## src/rtl/ternary_accum_pkg.sv

```systemverilog
// ternary_accum_pkg: network-wide width/size defaults and width helpers for the
// accumulator stage that follows the ternary select units.
package ternary_accum_pkg;

  localparam int SELECT_OUT_WIDTH = 10;
  localparam int ACCUM_LANES      = 4;
  localparam int ACCUM_TERMS      = 9;
  localparam int ACCUM_OUT_WIDTH  = 16;

  // Full-precision width of a LANES-way sum of in_width-bit signed values.
  function automatic int lane_sum_width(input int in_width, input int lanes);
    return in_width + $clog2(lanes);
  endfunction

  // Beat counter width; a single-term window still needs one bit.
  function automatic int cnt_width(input int terms);
    return (terms > 1) ? $clog2(terms) : 1;
  endfunction

endpackage

```

## src/rtl/ternary_accum_if.sv

```systemverilog
// ternary_accum_if: beat input stream, window-abort and result output stream of
// the accumulator; master = upstream/consumer side, slave = accumulator.
interface ternary_accum_if
  import ternary_accum_pkg::*;
#(
  parameter int IN_WIDTH  = SELECT_OUT_WIDTH,
  parameter int LANES     = ACCUM_LANES,
  parameter int OUT_WIDTH = ACCUM_OUT_WIDTH
);
  logic                        clr;
  logic                        in_valid;
  logic                        in_ready;
  logic [LANES*IN_WIDTH-1:0]   in_data;
  logic                        out_valid;
  logic                        out_ready;
  logic signed [OUT_WIDTH-1:0] out_data;
  logic                        out_sat;

  modport master (
    output clr, in_valid, in_data, out_ready,
    input  in_ready, out_valid, out_data, out_sat
  );

  modport slave (
    input  clr, in_valid, in_data, out_ready,
    output in_ready, out_valid, out_data, out_sat
  );
endinterface

```

## src/rtl/lane_adder_tree.sv

```systemverilog
// lane_adder_tree: signed LANES-way reduction of one beat and the stage-1
// register that holds the beat sum and its valid flag.
module lane_adder_tree
  import ternary_accum_pkg::*;
#(
  parameter int IN_WIDTH  = SELECT_OUT_WIDTH,
  parameter int LANES     = ACCUM_LANES,
  parameter int SUM_WIDTH = lane_sum_width(IN_WIDTH, LANES)
) (
  input  logic                        clk,
  input  logic                        rst_n,
  input  logic                        en,
  input  logic                        clr,
  input  logic                        in_valid,
  input  logic [LANES*IN_WIDTH-1:0]   in_data,
  output logic                        s1_valid,
  output logic signed [SUM_WIDTH-1:0] s1_sum
);

  logic signed [SUM_WIDTH-1:0] lane_sum;

  // NOTE: default assignment first and blocking '=' inside always_comb: the loop
  // accumulates in order and no path leaves lane_sum unassigned, so no latch.
  always_comb begin
    lane_sum = '0;
    for (int i = 0; i < LANES; i++) begin
      lane_sum = lane_sum + SUM_WIDTH'(signed'(in_data[i*IN_WIDTH +: IN_WIDTH]));
    end
  end

  // NOTE: registers use non-blocking '<=' so every flop samples pre-edge values.
  always_ff @(posedge clk or negedge rst_n) begin
    if (!rst_n) begin
      s1_valid <= 1'b0;
      s1_sum   <= '0;
    end else if (clr) begin
      s1_valid <= 1'b0;
    end else if (en) begin
      s1_valid <= in_valid;
      if (in_valid) s1_sum <= lane_sum;
    end
  end

endmodule

```

## src/rtl/ternary_accum.sv

```systemverilog
// ternary_accum: sums TERMS beats of LANES signed select products into one
// window result behind a single-entry valid/ready register. ACCUM_SAT_EN
// selects clamping accumulation with a sticky per-window out_sat flag.
module ternary_accum
  import ternary_accum_pkg::*;
#(
  parameter int IN_WIDTH  = SELECT_OUT_WIDTH,
  parameter int LANES     = ACCUM_LANES,
  parameter int TERMS     = ACCUM_TERMS,
  parameter int OUT_WIDTH = ACCUM_OUT_WIDTH
) (
  input  logic           clk,
  input  logic           rst_n,
  ternary_accum_if.slave bus
);

  localparam int SUM_WIDTH = lane_sum_width(IN_WIDTH, LANES);
  localparam int CNT_WIDTH = cnt_width(TERMS);
  localparam logic [CNT_WIDTH-1:0] CNT_LAST = CNT_WIDTH'(TERMS - 1);

  logic                        en;
  logic                        s1_valid;
  logic signed [SUM_WIDTH-1:0] s1_sum;
  logic signed [OUT_WIDTH-1:0] acc;
  logic signed [OUT_WIDTH-1:0] acc_next;
  logic [CNT_WIDTH-1:0]        cnt;
  logic                        last;
  logic                        out_valid;
  logic signed [OUT_WIDTH-1:0] out_data;

  // A pending, unaccepted result freezes the whole pipeline (no skid buffer).
  assign en            = !out_valid || bus.out_ready;
  assign last          = (cnt == CNT_LAST);
  assign bus.in_ready  = en;
  assign bus.out_valid = out_valid;
  assign bus.out_data  = out_data;

  lane_adder_tree #(
    .IN_WIDTH (IN_WIDTH),
    .LANES    (LANES),
    .SUM_WIDTH(SUM_WIDTH)
  ) u_tree (
    .clk     (clk),
    .rst_n   (rst_n),
    .en      (en),
    .clr     (bus.clr),
    .in_valid(bus.in_valid),
    .in_data (bus.in_data),
    .s1_valid(s1_valid),
    .s1_sum  (s1_sum)
  );

`ifdef ACCUM_SAT_EN
  localparam logic signed [OUT_WIDTH-1:0] ACC_MAX = {1'b0, {(OUT_WIDTH-1){1'b1}}};
  localparam logic signed [OUT_WIDTH-1:0] ACC_MIN = {1'b1, {(OUT_WIDTH-1){1'b0}}};

  logic signed [OUT_WIDTH:0] acc_wide;
  logic                      clamp;
  logic                      sat_flag;
  logic                      out_sat;

  // One guard bit: the top two bits differ exactly when the sum leaves range.
  assign acc_wide = (OUT_WIDTH+1)'(acc) + (OUT_WIDTH+1)'(s1_sum);
  assign clamp    = acc_wide[OUT_WIDTH] != acc_wide[OUT_WIDTH-1];
  assign acc_next = !clamp             ? acc_wide[OUT_WIDTH-1:0] :
                    acc_wide[OUT_WIDTH] ? ACC_MIN : ACC_MAX;

  always_ff @(posedge clk or negedge rst_n) begin
    if (!rst_n) begin
      sat_flag <= 1'b0;
      out_sat  <= 1'b0;
    end else if (bus.clr) begin
      sat_flag <= 1'b0;
    end else if (en && s1_valid) begin
      if (last) begin
        sat_flag <= 1'b0;
        out_sat  <= sat_flag | clamp;
      end else begin
        sat_flag <= sat_flag | clamp;
      end
    end
  end

  assign bus.out_sat = out_sat;
`else
  assign acc_next    = acc + OUT_WIDTH'(s1_sum);
  assign bus.out_sat = 1'b0;
`endif

  // The last-beat load is written after the consume-clear so a same-edge
  // handoff reloads out_data and keeps out_valid high.
  always_ff @(posedge clk or negedge rst_n) begin
    if (!rst_n) begin
      acc       <= '0;
      cnt       <= '0;
      out_valid <= 1'b0;
      out_data  <= '0;
    end else begin
      if (bus.out_ready) out_valid <= 1'b0;
      if (bus.clr) begin
        acc <= '0;
        cnt <= '0;
      end else if (en && s1_valid) begin
        if (last) begin
          acc       <= '0;
          cnt       <= '0;
          out_valid <= 1'b1;
          out_data  <= acc_next;
        end else begin
          acc <= acc_next;
          cnt <= cnt + 1'b1;
        end
      end
    end
  end

endmodule

```

## src/flat_wrapper.sv

```systemverilog
// flat-port wrapper written by rule: the top's interface ports become plain ports
module ternary_accum_flat import ternary_accum_pkg::*;
#(
  parameter int IN_WIDTH  = SELECT_OUT_WIDTH,
  parameter int LANES     = ACCUM_LANES,
  parameter int TERMS     = ACCUM_TERMS,
  parameter int OUT_WIDTH = ACCUM_OUT_WIDTH
)
  (clk, rst_n, bus_clr, bus_in_valid, bus_in_data, bus_out_ready, bus_in_ready, bus_out_valid, bus_out_data, bus_out_sat);
  ternary_accum_if #(.IN_WIDTH(IN_WIDTH), .LANES(LANES), .OUT_WIDTH(OUT_WIDTH)) bus_i ();
  input  logic clk;
  input  logic rst_n;
  input wire logic [$bits(bus_i.clr)-1:0] bus_clr;
  input wire logic [$bits(bus_i.in_valid)-1:0] bus_in_valid;
  input wire logic [$bits(bus_i.in_data)-1:0] bus_in_data;
  input wire logic [$bits(bus_i.out_ready)-1:0] bus_out_ready;
  output wire logic [$bits(bus_i.in_ready)-1:0] bus_in_ready;
  output wire logic [$bits(bus_i.out_valid)-1:0] bus_out_valid;
  output wire logic [$bits(bus_i.out_data)-1:0] bus_out_data;
  output wire logic [$bits(bus_i.out_sat)-1:0] bus_out_sat;
  assign bus_i.clr = bus_clr;
  assign bus_i.in_valid = bus_in_valid;
  assign bus_i.in_data = bus_in_data;
  assign bus_i.out_ready = bus_out_ready;
  assign bus_in_ready = bus_i.in_ready;
  assign bus_out_valid = bus_i.out_valid;
  assign bus_out_data = bus_i.out_data;
  assign bus_out_sat = bus_i.out_sat;
  ternary_accum #(.IN_WIDTH(IN_WIDTH), .LANES(LANES), .TERMS(TERMS), .OUT_WIDTH(OUT_WIDTH)) u_core (.clk(clk), .rst_n(rst_n), .bus(bus_i));
endmodule
```

## config.mk

```make
export PLATFORM = sky130hd
export DESIGN_NAME = ternary_accum_flat
export DESIGN_NICKNAME = d
export VERILOG_FILES = /design/src/rtl/ternary_accum_pkg.sv /design/src/rtl/ternary_accum_if.sv /design/src/rtl/lane_adder_tree.sv /design/src/rtl/ternary_accum.sv /design/src/flat_wrapper.sv
export SDC_FILE = /design/constraint.sdc
export NUM_CORES = 1
export LEC_CHECK = 0
export CORE_ASPECT_RATIO = 0.75
export CORE_MARGIN = 2
export CORE_UTILIZATION = 29
export DETAILED_ROUTE_END_ITERATION = 7
export GPL_ROUTABILITY_DRIVEN = 0
export PLACE_DENSITY = 0.49
export SLEW_MARGIN = 5
export SYNTH_ARGS = -nofsm -noshare
export SYNTH_HDL_FRONTEND = slang
export SYNTH_SLANG_ARGS = --single-unit
```

## constraint.sdc

```tcl
create_clock -name clk -period 4.9 [get_ports clk]
set_clock_uncertainty 0.2 [all_clocks]
set_input_delay 0.49 -clock clk [delete_from_list [all_inputs] [get_ports clk]]
set_output_delay 0.49 -clock clk [all_outputs]
set_load 0.01 [all_outputs]
```

; ---- Yosys cells after proc, flatten, opt, wreduce, memory -nomap -nowiden
; Cells that the tools add are included.
[totals]
ff_bits = 50
romBits = 0
out_inout_bits = 19
ram_bits = 0
latchBits = 0
memories = 0
[op_classes]
n_shift = 0
reduce_logical = 7
mux = 12
addsub = 5
n_div = 0
n_bitwise = 1
eq_ne = 1
multipliers = 0
n_lt_le_gt_ge = 0
[ops]
columns = cell, n
row1 = 16-bit 2-to-1 mux, 3
row2 = 16-bit by 12-bit adder with 16-bit output, 1
row3 = 11-bit by 10-bit adder with 12-bit output, 1
row4 = 12-bit by 10-bit adder with 12-bit output, 1
row5 = 4-bit 2-to-1 mux, 3
row6 = 10-bit by 10-bit adder with 11-bit output, 1
row7 = 1-bit 2-to-1 mux, 6
row8 = 3-bit AND reduction, 2
row9 = "4-bit by 1-bit adder with 4-bit output, second input constant", 1
row10 = "4-bit == test, second input constant", 1
row11 = 2-bit nonzero test, 2
row12 = 1-bit logical AND, 1
row13 = 1-bit logical NOT, 1
row14 = 1-bit logical OR, 1
row15 = 1-bit NOT, 1

; ---- Depth between registers and ports, before layout
[logic_depth]
depth_word = 5
depth_mapped = 14
mapped_depth_nobuf = 14

; ---- Hierarchy
; From an unflattened synthesis, not the netlist that was laid out.
[hier_totals]
hier_cells = 408
area_unflattened_um2 = 3793.6
[by_module_without_submodules]
columns = module, cells_per_inst, seq_area_each_um2, area_each_um2, n_inst
row1 = ternary_accum, 232, 925.9, 2258.4, 1
row2 = lane_adder_tree, 176, 325.3, 1535.2, 1

; ---- Least setup slack after synthesis
; OpenSTA, ideal clock, no wires.
[synth_path]
path_type = input to register
start = input bus_in_data[1]
end = register u_core.u_tree.s1_sum[9]
cell_stages = 14
setup_ps = 95
setup_slack_ps = 1494
arrival_time_ps = 3111
path_cell_list = inv_1 > fa_1 > inv_1 > fa_1 > ha_1 > inv_1 > fa_1 > nor2b_1 > o21ai_0 > a21oi_1 > o21ai_0 > a21oi_1 > a211oi_1 > o31ai_1
[synth_between]
elab_chain_cells = 3
[synth_rtl]
columns = item, line
row1 = "start, declared", flat_wrapper.sv:15  ; input wire logic [$bits(bus_i.in_data)-1:0] bus_in_data;
row2 = 10-bit by 10-bit adder with 11-bit output, lane_adder_tree.sv:27  ; lane_sum = lane_sum + SUM_WIDTH'(signed'(in_data[i*IN_WIDTH +: IN_WIDTH]));
row3 = 11-bit by 10-bit adder with 12-bit output, lane_adder_tree.sv:27
row4 = 12-bit by 10-bit adder with 12-bit output, lane_adder_tree.sv:27
row5 = "end signal, assigned", lane_adder_tree.sv:40  ; if (in_valid) s1_sum <= lane_sum;
row6 = "end, declared", lane_adder_tree.sv:17  ; output logic signed [SUM_WIDTH-1:0] s1_sum
; No other way between the ends.
; A chain may end at the register's enable or synchronous reset.

; ---- Worst setup path after layout
; Same ends and word-level chain as after synthesis.

==> flow_summary.toml <==
[route]
drt-total-wl_um = 8030
drt-wirelength-per-cell_um = 12.8
via_per_inst = 4.63
dr.first_iter.drc_count = 124
detailedRoute.firstPassIterationCount = 4
detail-route-antenna-nets = 0
total_vias_in_the_final_route = 2910
remaining_drc_errors = 0

[pwr]
ir_worst_vdd_uv = 129
power.density_nw_per_um2 = 380
total_leakage_power_nw = 2.32

[timing]
post-route-period-util_pct = 79.2
final-setup-viol-count = 0
setup_tns_ps = 0
max_slew.worst_pin.slew_ps = 1110
report.final.slew_viol_count = 0
maxClockFrequency_ghz = 0.258
whs_ps = 95.5
timing.slew.headroom_pct = 26.2
report.final.hold_viol_count = 0
fin_crit_ps = 3880
rsz0062_at_grt = "no"

[place]
detailedPlacementHpwl_um = 6210
placement.io_buffers = 62

[global_routing]
grt.total_usage_pct = 12.6
grt_max_degree = 51
vias_in_the_first_global_route = 2909
grt_first_pass_wirelength_um = 13800
grt-ovfl-total = 0
grt_antenna_before_repair = 0

[floorplanning]
initial_utilization_pct = 30.0
die_y_um = 102
std_cell_core_area_um2 = 12400
pin_count = 64
core.rowCount = 35
fp.dieW_um = 135
floorplan.die_area_um2 = 13800

[cts]
cts_hold_bufs = 0
postCtsSetupRepairBufs = 0
cts-root-to-sink-buffers = 2
ctsRootBufferMaster = "clkbuf_16"
cts.htree.levels = 2
worst_setup_hold_path_clk_slew_ps = 70
clk-insertion-delay-late_ps = 290
clock_tree_from_tritoncts = "yes"
clock_sinks = 50
cts-resized-gates = 0
numCtsBuffers = 5

[yosys]
yosys.area_share.simple_pct = 13.6
synth-edff-count = 0
yosys_warnings = 0
synthArstFlopShare_pct = 100
synth_top_family_by_area = "adder cells"
synthesis.area_um2 = 3720
post_synthesis_compound_gate_area_fraction_pct = 17.8
multiplexer_fraction_of_the_synthesized_cell_area_pct = 2.32
most_used_dff_post_synth = "dfrtp_1"
synthesis.instances = 402
post_synth.cell_area_avg_um2 = 9.26
synth-xor-area-share_pct = 4.23
synth_fa_ha_area_share_pct = 21.2
seq_area_frac_synth_pct = 33.6
yosys_register_bits = 50
synthDistinctLibCells = 55
net_count_of_the_mapped_netlist = 497

[outcome]
run_status = "finished, final reports clean"

[critical_path]
critical_path.cell_chain = "clkdlybuf4s50_1 -> inv_1 -> fa_1 -> inv_1 -> fa_1 -> ha_1 -> inv_1 -> fa_1 -> nor2b_1 -> o21ai_0 -> a21oi_1 -> o21ai_0 -> a21oi_1 -> a211oi_1 -> o31ai_1"
critPathMaxFanout = 3
data_required_time_of_the_critical_path_ps = 4890
timing.critical_path.slowest_stage_cell = "fa_1"
worst-endpoint-arrival_ps = 3870
buf_inv_on_cp = 4
reg2reg_setup_slack_ps = 2030
cpLargestDelayFamily = "adder cells"
crit_path_end_kind = "flop"
timing.critical_path.from_type = "primary input"
timing_worst_setup_path_type = "in -> reg"
cp_slowest_stage_delay_ps = 530

[worst_hold_path]
worstHoldPathType = "in -> async"

[cells_and_area]
finalNetCount = 557
antenna_cells_inserted = 0
area.growth.synth_to_final_pct = 25.8
drive_above_1_share_pct = 5.41
postLayoutCoreUtil_pct = 37.8

[job]
cap_violations = 0
==> layer usage <==
metal | routed length, um | track usage (%)
met5 | 0 | 0
met4 | 72 | 3.24
met3 | 336 | 2.83
met2 | 3590 | 19.0
met1 | 4040 | 18.2
==> cell usage after synthesis, types with 3 or more instances <==
cell type / n / area [um^2]
a21o_1: 9 / 67.6
a21oi_1: 21 / 105
a22o_1: 12 / 105
a31oi_1: 3 / 18.8
and3_1: 7 / 43.8
clkbuf_1: 9 / 33.8
dfrtp_1: 50 / 1250
fa_1: 22 / 440
ha_1: 28 / 350
inv_1: 56 / 210
mux2_2: 5 / 56.3
mux2i_1: 3 / 30.0
nand2_1: 56 / 210
nand2b_1: 3 / 18.8
nand3_1: 6 / 30.0
nor2_1: 13 / 48.8
o21a_1: 5 / 37.5
o21ai_0: 29 / 145
or3_1: 3 / 18.8
xnor2_1: 12 / 105
xor2_1: 6 / 52.6
==> path summary, 6_finish.rpt <==
kind	startpoint	to	cells past startpoint
min in group clk	u_core.bus.out_data[0]	u_core.bus.out_data[0]	2
worst max register to register	u_core.acc[0]	u_core.bus.out_data[14]	9
worst min register to register	u_core.bus.out_data[0]	u_core.bus.out_data[0]	2
worst min-delay path	rst_n	u_core.cnt[1]	2
worst max-delay path	bus_in_data[1]	u_core.u_tree.s1_sum[9]	15
max in group asynchronous	rst_n	u_core.acc[8]	2
==> cells in the final DEF (no fill, tap or decap), drive strengths merged, types with 3 or more instances in the layout <==
cell type	n
dfrtp	50
nand3	7
and3	7
fa	22
ha	28
a21oi	22
clkbuf	6
nor2	13
or3	3
inv	56
xnor2	12
mux2	5
a211oi	3
o21ai	30
mux2i	3
nand2	56
nand2b	3
xor2	6
clkdlybuf4s50	61
buf	4
o21a	5
a22o	12
a31oi	3
a21o	9
==> worst reg2reg max path, stage by stage (launching register included) <==
cell and delay [ps]:
dfrtp_1 380, ha_1 230, fa_1 410, a21o_1 180, a21oi_1 230, o21bai_1 140, a21oi_1 290, o21ai_0 240
or4_1 440, nand3_1 90
==> registers in the layout, summed over array words and instances (netlist names) <==
register                count
u_core.acc                 16
u_core.bus.out_valid        1
u_core.bus.out_data        16
u_core.u_tree.s1_sum       12
u_core.cnt                  4
u_core.u_tree.s1_valid      1
==> power by group <==
part	leakage [nW]	internal [W]	total (W)	switching, W
logic	1.57	0.000378	0.000837	0.000459
registers	0.671	0.000484	0.000542	0.0000582
clock network	0.0829	0.000252	0.000402	0.000150
total	2.32	0.00111	0.00178	0.000667
==> layout make-up <==
cell class	instances	area, um^2
timing repair buffer	65	638
inverter	56	210
tap	166	208
fill	1252	7710
clock inverter	1	30.0
multi-input combinational	284	2210
sequential	50	1250
clock buffer	6	139
==> logic make-up after synthesis <==
kind of cell    count (synthesis)
other cells                     1
xor+xnor                       18
fa+ha+maj                      50
flops                          50
mux                             8
compound gates                100
buf+inv                        68
simple gates                  107
==> per-stage QoR <==
step	instance area [um^2]	power [W]	instances	worst slack (ps)
2_1_floorplan	3720	0.00119	402	1490
3_3_place_gp	4520	0.00137	621	777
3_5_place_dp	4520	0.00139	621	710
4_1_cts	4690	0.00180	628	997
5_1_grt	4690	0.00195	628	699
6_report	4690	0.00178	628	1020
(Power assumes the default switching activity.)
